File: config.mk
export PLATFORM = sky130hd
export DESIGN_NAME = uart_rx
export DESIGN_NICKNAME = d
export VERILOG_FILES = /design/src/rtl/uart_rx.sv
export SDC_FILE = /design/constraint.sdc
export NUM_CORES = 1
export LEC_CHECK = 0
export CAP_MARGIN = 10
export CORE_AREA = 2 2 62 64
export CTS_BUF_LIST = sky130_fd_sc_hd__clkbuf_8
export DETAILED_ROUTE_END_ITERATION = 8
export DIE_AREA = 0 0 64 66
export GPL_ROUTABILITY_DRIVEN = 0
export PLACE_DENSITY_LB_ADDON = 0.3
export SYNTH_ARGS = -nofsm -noshare
export SYNTH_HDL_FRONTEND = slang
export SYNTH_SLANG_ARGS = --single-unit
File: constraint.sdc
create_clock -name clk -period 1.62 [get_ports clk]
set_input_delay 0.324 -clock clk [delete_from_list [all_inputs] [get_ports clk]]
set_output_delay 0.324 -clock clk [all_outputs]
set_load 0.05 [all_outputs]
File: src/rtl/uart_rx.sv
`default_nettype none
// ============================================================================
// Module      : uart_rx
// Description : Oversampled UART receiver (start / DATA_BITS / one stop bit).
//               Synchronises rx, validates the start bit at mid-bit, samples
//               each data bit and the stop bit at its centre, and produces a
//               one-clock valid or frame-error pulse.
// Revision    : 1.0 - initial release
// ============================================================================
module uart_rx #(
  parameter int DATA_BITS  = 8,
  parameter int OVERSAMPLE = 16
) (
  input  logic                 clk,
  input  logic                 rst,
  input  logic                 baud_tick2,
  input  logic                 rx,
  output logic [DATA_BITS-1:0] rx_data,
  output logic                 rx_valid,
  output logic                 frame_err,
  output logic                 rx_busy
);

  localparam int TW = $clog2(OVERSAMPLE);
  localparam int BW = (DATA_BITS > 1) ? $clog2(DATA_BITS) : 1;

  localparam logic [TW-1:0] C_MID  = TW'(OVERSAMPLE / 2 - 1);
  localparam logic [TW-1:0] C_LAST = TW'(OVERSAMPLE - 1);
  localparam logic [BW-1:0] C_TOP  = BW'(DATA_BITS - 1);

  if ((DATA_BITS < 5) || (DATA_BITS > 9)) begin : g_bad_data_bits
    $error("uart_rx: DATA_BITS must be in 5..9");
  end
  if ((OVERSAMPLE < 4) || ((OVERSAMPLE & (OVERSAMPLE - 1)) != 0)) begin : g_bad_oversample
    $error("uart_rx: OVERSAMPLE must be a power of 2 and at least 4");
  end

  typedef enum logic [1:0] {
    S_IDLE  = 2'd0,
    S_START = 2'd1,
    S_DATA  = 2'd2,
    S_STOP  = 2'd3
  } state_t;

  state_t               state_q, state_d;
  logic [TW-1:0]        tick_cnt_q, tick_cnt_d;
  logic [BW-1:0]        bit_idx_q, bit_idx_d;
  logic [DATA_BITS-1:0] shift_q, shift_d;
  logic [DATA_BITS-1:0] rx_data_q, rx_data_d;
  logic                 rx_valid_q, rx_valid_d;
  logic                 frame_err_q, frame_err_d;
  logic [1:0]           sync_q;
  logic                 rx_s;

  // Two-flop synchroniser, preset to the idle level so reset release cannot look like a start bit
  always_ff @(posedge clk or negedge rst) begin
    if (!rst) begin
      sync_q <= 2'b11;
    end else begin
      sync_q <= {sync_q[0], rx};
    end
  end

  assign rx_s = sync_q[1];

  // State, counter and output registers
  always_ff @(posedge clk or negedge rst) begin
    if (!rst) begin
      state_q     <= S_IDLE;
      tick_cnt_q  <= '0;
      bit_idx_q   <= '0;
      shift_q     <= '0;
      rx_data_q   <= '0;
      rx_valid_q  <= 1'b0;
      frame_err_q <= 1'b0;
    end else begin
      state_q     <= state_d;
      tick_cnt_q  <= tick_cnt_d;
      bit_idx_q   <= bit_idx_d;
      shift_q     <= shift_d;
      rx_data_q   <= rx_data_d;
      rx_valid_q  <= rx_valid_d;
      frame_err_q <= frame_err_d;
    end
  end

  // Next-state logic: everything holds unless a tick arrives; pulses default low every clock
  always_comb begin
    state_d     = state_q;
    tick_cnt_d  = tick_cnt_q;
    bit_idx_d   = bit_idx_q;
    shift_d     = shift_q;
    rx_data_d   = rx_data_q;
    rx_valid_d  = 1'b0;
    frame_err_d = 1'b0;

    if (baud_tick2) begin
      unique case (state_q)
        S_IDLE: begin
          if (!rx_s) begin
            state_d    = S_START;
            tick_cnt_d = '0;
          end
        end

        S_START: begin
          if (tick_cnt_q == C_MID) begin
            tick_cnt_d = '0;
            if (!rx_s) begin
              state_d   = S_DATA;
              bit_idx_d = '0;
            end else begin
              // Start bit did not survive to mid-bit: treat as noise
              state_d = S_IDLE;
            end
          end else begin
            tick_cnt_d = tick_cnt_q + TW'(1);
          end
        end

        S_DATA: begin
          if (tick_cnt_q == C_LAST) begin
            // LSB arrives first, so shifting right leaves it in bit 0 at the end
            shift_d    = {rx_s, shift_q[DATA_BITS-1:1]};
            tick_cnt_d = '0;
            if (bit_idx_q == C_TOP) begin
              state_d = S_STOP;
            end else begin
              bit_idx_d = bit_idx_q + BW'(1);
            end
          end else begin
            tick_cnt_d = tick_cnt_q + TW'(1);
          end
        end

        S_STOP: begin
          if (tick_cnt_q == C_LAST) begin
            tick_cnt_d = '0;
            state_d    = S_IDLE;
            if (rx_s) begin
              rx_data_d  = shift_q;
              rx_valid_d = 1'b1;
            end else begin
              frame_err_d = 1'b1;
            end
          end else begin
            tick_cnt_d = tick_cnt_q + TW'(1);
          end
        end

        default: begin
          state_d = S_IDLE;
        end
      endcase
    end
  end

  assign rx_data   = rx_data_q;
  assign rx_valid  = rx_valid_q;
  assign frame_err = frame_err_q;
  assign rx_busy   = (state_q != S_IDLE);

endmodule
`default_nettype wire

* Word level (Yosys, flattened, before mapping)
Index checks and enable logic that the tools add are counted.
** Storage, ports and cells
- Logic and storage cells :: 56
- Input port bits :: 4
- Output and inout bits :: 11
- Register bits after elaboration :: 29
** Operators by class
- Muxes and demuxes :: 24
- Add/sub/neg operators :: 2
- Equality and inequality tests :: 13
- Reduce and logical (&&, ||, !) cells :: 9
** Operators with widths (number)
- inequality test 2 bit, second input constant :: 7
- two-way mux 2 bit :: 6
- two-way mux 3 bit :: 4
- two-way mux 4 bit :: 3
- case mux 4 bit (3 select lines) :: 1
- AND reduction 6 bit :: 2
- two-way mux 1 bit :: 8
- case mux 2 bit (4 select lines) :: 1
- case mux 3 bit (2 select lines) :: 1
- adder 4 x 1 -> 4 bit, second input constant :: 1
- == test 2 bit, second input constant :: 2
- == test 4 x 3 -> 1 bit, second input constant :: 1
- == test 4 bit, second input constant :: 1
- AND reduction 4 bit :: 1
- nonzero test 2 bit :: 2
- adder 3 x 1 -> 3 bit, second input constant :: 1
- == test 3 bit, second input constant :: 1
- AND reduction 3 bit :: 1
- == test 2 x 1 -> 1 bit, second input constant :: 1
- logical NOT 2 bit :: 1
- AND reduction 2 bit :: 1
- OR reduction 2 bit :: 1

* Logic depth before layout (Yosys ltp)
Gate-level depths: netlist of the first run.
- Depth after elaboration :: 4
- Gate-level depth with buffers :: 6

* Least setup slack after synthesis of the first run
OpenSTA, ideal clock, no wires.
- Kind :: flip-flop to flip-flop
- Start point :: register tick_cnt_q[0]
- End point :: register shift_q[0]
- Path slack :: -0.016 ns
- Stages on the path, launching flop included :: 7
- Buffers on the path :: 2
- Data arrival time :: 1.511 ns
- Required time :: 1.495 ns
- Cells stage by stage :: dfrtp_1 -> ha_1 -> and4_4 -> buf_6 -> and3b_1 -> buf_6 -> mux2_4
** On the way
- Word-level cells in the longest chain between the ends :: 2
** RTL lines
- start: declaration :: RTL line 46 : logic [TW-1:0] tick_cnt_q, tick_cnt_d;
- start signal: assignment :: RTL line 78 : tick_cnt_q <= tick_cnt_d;
- == test 4 bit :: RTL line 122 : if (tick_cnt_q == C_LAST) begin
- AND reduction 3 bit (no line)
- end signal: assignment :: RTL line 80 : shift_q <= shift_d;
- end: declaration :: RTL line 48 : logic [DATA_BITS-1:0] shift_q, shift_d;
No other way between the ends.
A chain may end at the register's enable or synchronous reset.

* Worst setup path after layout of the first run
- Start point :: register bit_idx_q[1]
- End point :: register bit_idx_q[2]
** On the way
- Word-level cells in the longest chain between the ends :: 4
- Elaborated cells on any way between the ends :: 7
** RTL lines
- start: declaration :: RTL line 47 : logic [BW-1:0] bit_idx_q, bit_idx_d;
- start signal: assignment :: RTL line 79 : bit_idx_q <= bit_idx_d;
- adder 3 x 1 -> 3 bit :: RTL line 129 : bit_idx_d = bit_idx_q + BW'(1);
- two-way mux 3 bit :: RTL line 126 : if (bit_idx_q == C_TOP) begin
- two-way mux 3 bit :: RTL line 122
- case mux 3 bit (2 select lines) :: RTL line 98 : unique case (state_q)
Parallel ways exist; a longest one is shown, timed or not. The select of a mux whose other input is x is not followed.

==> results of run 1 <==
## cell type report
type                    count  share of cell area
multi-input cells          63               0.328
repair buffers             35               0.157
inverters                   4             0.00822
clock inverters             3              0.0356
well taps                  48              0.0329
clock buffers               5              0.0377
flip-flops and latches     29               0.400
## cell families (layout without fill, tap and decap cells)
family / after synthesis / count (layout) / share of synthesized area
fa+ha+maj: 3 / 3 / 0.0277
simple gates: 27 / 27 / 0.129
mux: 19 / 19 / 0.178
xor+xnor: 2 / 2 / 0.0129
flops: 29 / 29 / 0.538
compound gates: 12 / 12 / 0.0675
buf+inv: 10 / 47 / 0.0462
## metrics by stage
stage	hold WS (ps)	power [mW]
finish	356	2.58
CTS	357	2.52
detailed placement	348	1.60
floorplan	28.4	1.39
global placement	346	1.57
global route	363	2.74
## routing by layer
layer  routed length, µm  vias up
met3                 100        4
met2                1240       21
met5                   0        -
met1                1080      439
li1                    -      432
met4                  60        0
## cells in the mapped netlist
cell / count / area share
sky130_fd_sc_hd__a22o_1: 1 / 0.0065
sky130_fd_sc_hd__xor2_1: 1 / 0.0065
sky130_fd_sc_hd__o211ai_1: 3 / 0.017
sky130_fd_sc_hd__and3b_1: 1 / 0.0065
sky130_fd_sc_hd__nand4_4: 1 / 0.016
sky130_fd_sc_hd__a211oi_1: 1 / 0.0055
sky130_fd_sc_hd__nor4bb_1: 1 / 0.0074
sky130_fd_sc_hd__mux2i_1: 2 / 0.015
sky130_fd_sc_hd__clkbuf_1: 1 / 0.0028
sky130_fd_sc_hd__mux2_2: 9 / 0.075
sky130_fd_sc_hd__or3_1: 1 / 0.0046
sky130_fd_sc_hd__nor2_1: 4 / 0.011
sky130_fd_sc_hd__nand2_1: 6 / 0.017
sky130_fd_sc_hd__or2_2: 1 / 0.0046
sky130_fd_sc_hd__nor3b_1: 1 / 0.0055
sky130_fd_sc_hd__o2bb2ai_1: 2 / 0.013
sky130_fd_sc_hd__buf_2: 2 / 0.0074
sky130_fd_sc_hd__dfstp_2: 2 / 0.039
sky130_fd_sc_hd__dfrtp_1: 27 / 0.50
sky130_fd_sc_hd__nor2b_1: 1 / 0.0046
sky130_fd_sc_hd__a31oi_1: 1 / 0.0046
sky130_fd_sc_hd__inv_1: 4 / 0.011
sky130_fd_sc_hd__and4_4: 1 / 0.0083
sky130_fd_sc_hd__o21ai_0: 1 / 0.0037
sky130_fd_sc_hd__o21ai_2: 1 / 0.0065
sky130_fd_sc_hd__ha_1: 3 / 0.028
sky130_fd_sc_hd__or4bb_1: 2 / 0.017
sky130_fd_sc_hd__nand3b_1: 1 / 0.0055
sky130_fd_sc_hd__nand3_1: 5 / 0.018
sky130_fd_sc_hd__buf_6: 3 / 0.025
sky130_fd_sc_hd__nor3_1: 1 / 0.0037
sky130_fd_sc_hd__a32o_1: 1 / 0.0074
sky130_fd_sc_hd__a21oi_1: 1 / 0.0037
sky130_fd_sc_hd__xnor2_1: 1 / 0.0065
sky130_fd_sc_hd__mux2_4: 8 / 0.089
## state kept, by name (all words and copies together), names as in the netlist, named ones only
register	count
rx_data	8
state_q	1
rx_valid	1
sync_q	2
bit_idx_q	3
shift_q	8
tick_cnt_q	4
frame_err	1
## how the worst max path moves through the flow
| stage | startpoint | end | slack [ps] |
|---|---|---|---|
| 6_report | bit_idx_q[1] | bit_idx_q[2] | 10 |
| 2_1_floorplan | tick_cnt_q[0] | shift_q[0] | 10 |
| 4_1_cts | tick_cnt_q[1] | shift_q[6] | 0.4 |
| 3_5_place_dp | baud_tick2 | bit_idx_q[2] | -190 |
| 3_3_place_gp | baud_tick2 | bit_idx_q[2] | -130 |
| 5_1_grt | bit_idx_q[1] | bit_idx_q[0] | -30 |
## critical path, stage by stage, from the launching register on
cell and delay [ps]:
sky130_fd_sc_hd__dfrtp_1 390, sky130_fd_sc_hd__ha_2 200, sky130_fd_sc_hd__ha_4 160, sky130_fd_sc_hd__or4bb_4 540
sky130_fd_sc_hd__nand3_1 90, sky130_fd_sc_hd__o211ai_1 90
## timing repair
action	4_1_cts	5_1_grt
pin swaps	2	4
setup endpoints to repair	6	13
buffers inserted	0	6
resized for setup	4	8
## report_power, final
| part | internal, mW | leakage, nW | total [mW] | switching [mW] |
|---|---|---|---|---|
| sequential | 0.831 | 0.373 | 0.926 | 0.0948 |
| combinational | 0.393 | 0.451 | 0.776 | 0.383 |
| clock | 0.610 | 0.0681 | 0.881 | 0.271 |
==> impl_summary.md, run 1 <==
Synth
The post-synthesis cell area is 1350 µm². In this run, synthesis produced a sequential element count of 29. The synthesized area per cell is 13.3 µm². The synthesized netlist net count is 109. The share of synthesized area occupied by flip-flops and latches is 0.538.

The number of synthesis warnings is 0. Synthesis produced a netlist whose cell count is 102. The count of distinct cell types in the synthesized netlist is 35.

Global routing
The via count of the first global-routing pass is 858. For met2 alone, demand over resource in global routing was 0.210. The global-route usage over all layers is 0.138. The total congestion overflow after global routing is 0.

In the global route stage, met3 resource usage came out at 0.0511. The global routing's busiest layer is met2. Entering global routing, the biggest net connects 30 pins.

The first global-routing pass estimated 4220 µm of wire. The number of antenna violations at the first check in global routing is 0. The met1 track demand over resource in global routing is 0.163.

Worst hold path
The min-delay analysis places its worst path in the category register to register. The startpoint identified for the worst hold timing path is sync_q[0]. The worst hold path terminates at sync_q[1]. Along the worst hold path, the cell count comes to 0.

Placement
The cell count after placement is 173. The HPWL after detailed placement is 1690 µm. The post-placement cell area is 1610 µm². Input and output buffers added on the ports amount to 14. The post-placement worst setup slack is -189 ps.

Drt
The residual antenna-violating net count after detailed routing is 0. Dividing the detail-routed wire length by the instance count gives 13.2 µm. The length of the first detailed-routing pass in iterations is 4. The final layout contains routed wiring with a total length of 2480 µm. The total DRC errors in the routed layout is 0. In this run, the number of DRC markers left after iteration 0 of detailed routing was 31. In the routed layout, each cell is associated on average with a via count of 4.79.

Summing over every cut layer, the via total after detailed routing is 896.

Finish
In the layout the commonest cells are sky130_fd_sc_hd__buf_4 (30), sky130_fd_sc_hd__dfrtp_1 (25), sky130_fd_sc_hd__mux2_2 (9). The sequential cells in the finished layout cover a total of 731 µm². The fill cell instance count of the final layout is 308. The net count reported at finish is 145. Once layout is done, the placed cells without fillers occupy 1830 µm².

The leading cell type in the layout, fill and taps excluded is sky130_fd_sc_hd__buf_4. Once layout is complete, the utilization of the core stands at 0.514. Excluding fillers, the count of instances in the completed layout stands at 187.

The relative area change from synthesis to final layout is 34.8%. The number of antenna diodes in the final layout is 0. The multi-input combinational cells in the finished layout cover a total of 599 µm².

The share of layout cells above drive strength 1 is 0.525.

STA
Setup violations remaining at the end of the flow were counted as 0. The setup total negative slack is 0 ps. The minimum clock period is 1610 ps.

The number of failing hold endpoints at the final stage is 0. The post-route clock period utilization is 0.992. In this run the tightest slew margin relative to its limit is 0.761.

Setup repair after global routing could not meet its margin everywhere. Between clock sinks in the finished design, the worst skew comes to 7.96 ps. The count of pins over their slew limit was 0. The highest achievable clock rate is 622 MHz.

The final critical-path setup slack is 12.2 ps. The pin slew with the least headroom to its limit is 359 ps.

CTS
The number of buffers added to fix hold violations after cts is 0. The deepest clock path buffer count is 2. Clock-pin slew was measured on the worst setup and hold paths at 70 ps. The clock tree from TritonCTS is built. The total number of H-tree levels is 2.

The clock buffer count from CTS is 5. The root buffer cell chosen for the clock tree is sky130_fd_sc_hd__clkbuf_8. The number of clock sinks is 29. The clock latency on the worst-skew pair is 280 ps.

Die
The core area is 3550 µm². The cell row count is 22. The initial utilization of the core area, before any placement, comes to 0.381. The floorplan step defined a die boundary enclosing 4220 µm². Pin placement for this block handled 15 I/O pins.

The vertical extent of the die is 66 µm. The die is 64 µm wide.

Worst setup path
The endpoint of the lowest-slack register-to-register path is bit_idx_q[2]. The category of the worst setup path capture point is a register. STA puts the critical path data required time at 1780 ps.

The startpoint identified for the worst register-to-register timing path is bit_idx_q[1]. The setup slack of the most critical reg-to-reg path is 10 ps. The startpoint kind of the worst setup timing path is a register. The type of the setup path with the least slack is register to register. The critical path arrival is 1760 ps. Measured in cells, the most critical reg-to-reg path has a length of 5. The maximum net fanout on the critical path is 3.

Pwr
The leakage component of the power is 0.892 nW. The worst supply voltage drop on vdd is 0.683 mV. Dividing total power by cell area gives a power density of 1420 nW/µm².

Run
Max-cap violations in this run came to 0.

Status
The flow ran to the end, and the final reports show no timing, DRC or antenna violations.
(Power assumes the default switching activity.)
==> run 2, diff against run 1 <==
--- a/config.mk
+++ b/config.mk
@@ -11,7 +11,9 @@
 export DETAILED_ROUTE_END_ITERATION = 8
 export DIE_AREA = 0 0 64 66
 export GPL_ROUTABILITY_DRIVEN = 0
+export MAX_ROUTING_LAYER = met4
 export PLACE_DENSITY_LB_ADDON = 0.3
 export SYNTH_ARGS = -nofsm -noshare
 export SYNTH_HDL_FRONTEND = slang
 export SYNTH_SLANG_ARGS = --single-unit
+export TNS_END_PERCENT = 20
==> run 2 against run 1 <==
Effect of this change: worst setup slack gained 15 ps; via count grew 0.56%; flip-flop and latch count is the same; critical endpoint is now rx_busy.
==> impl_summary.md, run 2 (synthesis gave the netlist of run 1 again) <==
Worst setup path
The endpoint of the lowest-slack register-to-register path is bit_idx_q[1]. The worst setup path is captured at an output port. Walking the worst path, the cells encountered are buf_4, or2_4, buf_6.

The critical path arrival is 1270 ps (-490 ps). The worst reg2reg path depth came to 5 (unchanged). The startpoint kind of the worst setup timing path is a register. The maximum net fanout on the critical path is 7 (+4).

The required time of the critical path was 1300 ps (-480 ps). The largest stage delay on the critical path is 400 ps (-140 ps). The setup slack of the most critical reg-to-reg path is 40 ps (+30 ps).

The origin of the critical flop-to-flop path is bit_idx_q[1]. The type of the setup path with the least slack is register to output port. In this design, the largest share of critical-path delay is due to flip-flops. The number of buffers and inverters on the critical path came to 2 (+2). For this design, the slowest cell found on the critical path is sky130_fd_sc_hd__dfrtp_1.

CTS
The deepest clock path buffer count came to 2 (unchanged). The cell at the root of the clock tree is sky130_fd_sc_hd__clkbuf_8. The total number of H-tree levels is 2 (unchanged). The clock tree from TritonCTS is built.

The clock latency on the worst-skew pair came to 270 ps (about the same). The clock-pin slew reported for the worst setup and hold paths after clock tree synthesis is 60 ps (about the same). The clock buffer count from CTS is 5 (unchanged). The number of clock sinks is 29 (unchanged).

Die
The chip width was 64 µm (unchanged). The floorplan die area is 4220 µm² (unchanged). The core area is 3550 µm² (unchanged).

The effective utilization at floorplan is 0.381 (unchanged). The cell row count was 22 (unchanged). The vertical extent of the die is 66 µm (unchanged). The number of primary I/O pins was 15 (unchanged).

Drt
The per-cell routed wire length came to 13.0 µm (-1.9%). The length of the first detailed-routing pass in iterations is 5 (+1). The number of design-rule violations left by the first detailed-router iteration is 23 (-26%). The routed via count came to 901 (+0.56%). The total DRC errors in the routed layout is 0 (unchanged).

The total length of routed wires came to 2440 µm (-1.4%). The number of vias per cell is 4.79 (about the same). The residual antenna-violating net count after detailed routing is 0 (unchanged).

STA
The count of pins over their slew limit is 0 (unchanged). The minimum clock period is 1590 ps (-14.7 ps). The highest achievable clock rate is 628 MHz (+0.92%).

The pin slew with the least headroom to its limit is 297 ps (-62.2 ps). The worst hold margin is 356 ps (+0.365 ps). Setup repair after global routing could not meet its margin everywhere. The setup clock skew after layout is 5.16 ps (-2.79 ps). The headroom to the max-slew limit is 0.801 (+0.0406).

The final-report setup violation count is 0 (unchanged). The number of failing hold endpoints at the final stage was 0 (unchanged). The post-route clock period utilization is 0.983 (-0.00907).

Worst hold path
The path with the worst hold slack has its endpoint at sync_q[1]. The startpoint of the tightest hold check path is sync_q[0]. The worst hold path depth came to 0 (unchanged).

The min-delay analysis places its worst path in the category register to register.

Finish
The relative area change from synthesis to final layout is 36.1%. The top cell types in the final layout, fill and taps aside, are sky130_fd_sc_hd__buf_4 (29), sky130_fd_sc_hd__dfrtp_1 (26), sky130_fd_sc_hd__mux2_2 (9). The antenna diode count is 0 (unchanged). The total area of multi-input combinational cells is 612 µm² (+2.1%). The net count reported at finish was 146 (+0.69%). The fill cell instance count of the final layout came to 301 (-2.3%). The register cell area after layout is 729 µm² (-0.17%). The core utilization of the finished layout is 0.519 (+0.00493). The share of layout cells above drive strength 1 is 0.514 (-0.0109). The leading cell type in the layout, fill and taps excluded is sky130_fd_sc_hd__buf_4.

Global routing
The global-route wire length before repair is 4240 µm (+0.50%). The number of antenna violations at the first check in global routing is 0 (unchanged). The global-route usage over all layers was 0.140 (+0.00262). The via count of the first global-routing pass is 946 (+10%). The total congestion overflow after global routing is 0 (unchanged). The pin count of the biggest net entering global routing is 30 (unchanged).

Pwr
The leakage component of the power came to 0.901 nW (+0.98%). The share of power burned in combinational logic was 0.319 (+0.019). The internal power is 1.75 mW (-4.7%). The switching power is 730 µW (-2.5%).

The power density relative to cell area is 1340 nW/µm² (-5.0%). The sequential group share of total power is 0.379 (+0.021). The worst supply voltage drop on vdd is 0.550 mV (-20%). The net switching fraction of the power is 0.294 (+0.00458). The clock group share of total power came to 0.303 (-0.038).

Status
The run finished with clean final reports.

Placement
The count of buffers from port buffering is 14 (unchanged). The HPWL after detailed placement came to 1650 µm (-2.4%).

Run
The max capacitance violation total is 0 (unchanged).
-- run 2: power by group through the flow --
stage,clock (mW),combinational (mW),sequential [mW]
floorplan,0,0.468,0.915
global placement,0,0.683,0.924
detailed placement,0,0.703,0.931
CTS,0.779,0.724,0.920
global route,0.816,0.882,0.954
finish,0.750,0.790,0.938
-- run 2: how the worst max path moves through the flow --
| stage | startpoint | to | slack (ps) | depth (start not counted) |
|---|---|---|---|---|
| 3_5_place_dp | baud_tick2 | bit_idx_q[1] | -150 | 4 |
| 6_report | register | rx_busy | 30 | 3 |
| 5_1_grt | bit_idx_q[0] | bit_idx_q[0] | -20 | 7 |
| 4_1_cts | tick_cnt_q[1] | shift_q[5] | 3 | 5 |
| 2_1_floorplan | register | bit_idx_q[1] | -10 | 5 |
| 3_3_place_gp | baud_tick2 | bit_idx_q[2] | -140 | 4 |
-- run 2: what timing repair did --
item,4_1_cts,5_1_grt
resized for setup,4,9
endpoints found under the hold margin,0,0
pin swaps,3,5
endpoints found under the setup margin,11,12
setup buffers,1,4
hold buffers,0,0
-- run 2: final cells by class --
cell class,instances,area share
sequential,29,0.396
timing repair buffer,36,0.168
clock inverter,2,0.0183
tap,48,0.0326
inverter,4,0.00815
multi-input combinational,63,0.332
clock buffer,6,0.0448
-- run 2: per-stage QoR --
stage | power, mW | setup slack, ps | instance area (µm²) | setup TNS, ps | cells
2_1_floorplan | 1.38 | -13.2 | 1360 | -31.6 | 102
3_3_place_gp | 1.61 | -137 | 1630 | -1910 | 175
3_5_place_dp | 1.63 | -151 | 1630 | -2070 | 175
4_1_cts | 2.42 | 3.27 | 1770 | 0 | 184
5_1_grt | 2.65 | -24.1 | 1840 | -83.0 | 188
6_report | 2.48 | 26.9 | 1840 | 0 | 188
-- run 2: routing by layer --
metal | global-route usage | routed length [µm]
met1 | 0.164 | 1140
met2 | 0.199 | 1160
met4 | 0.0978 | 72
met3 | 0.0528 | 66
met5 | - | 0
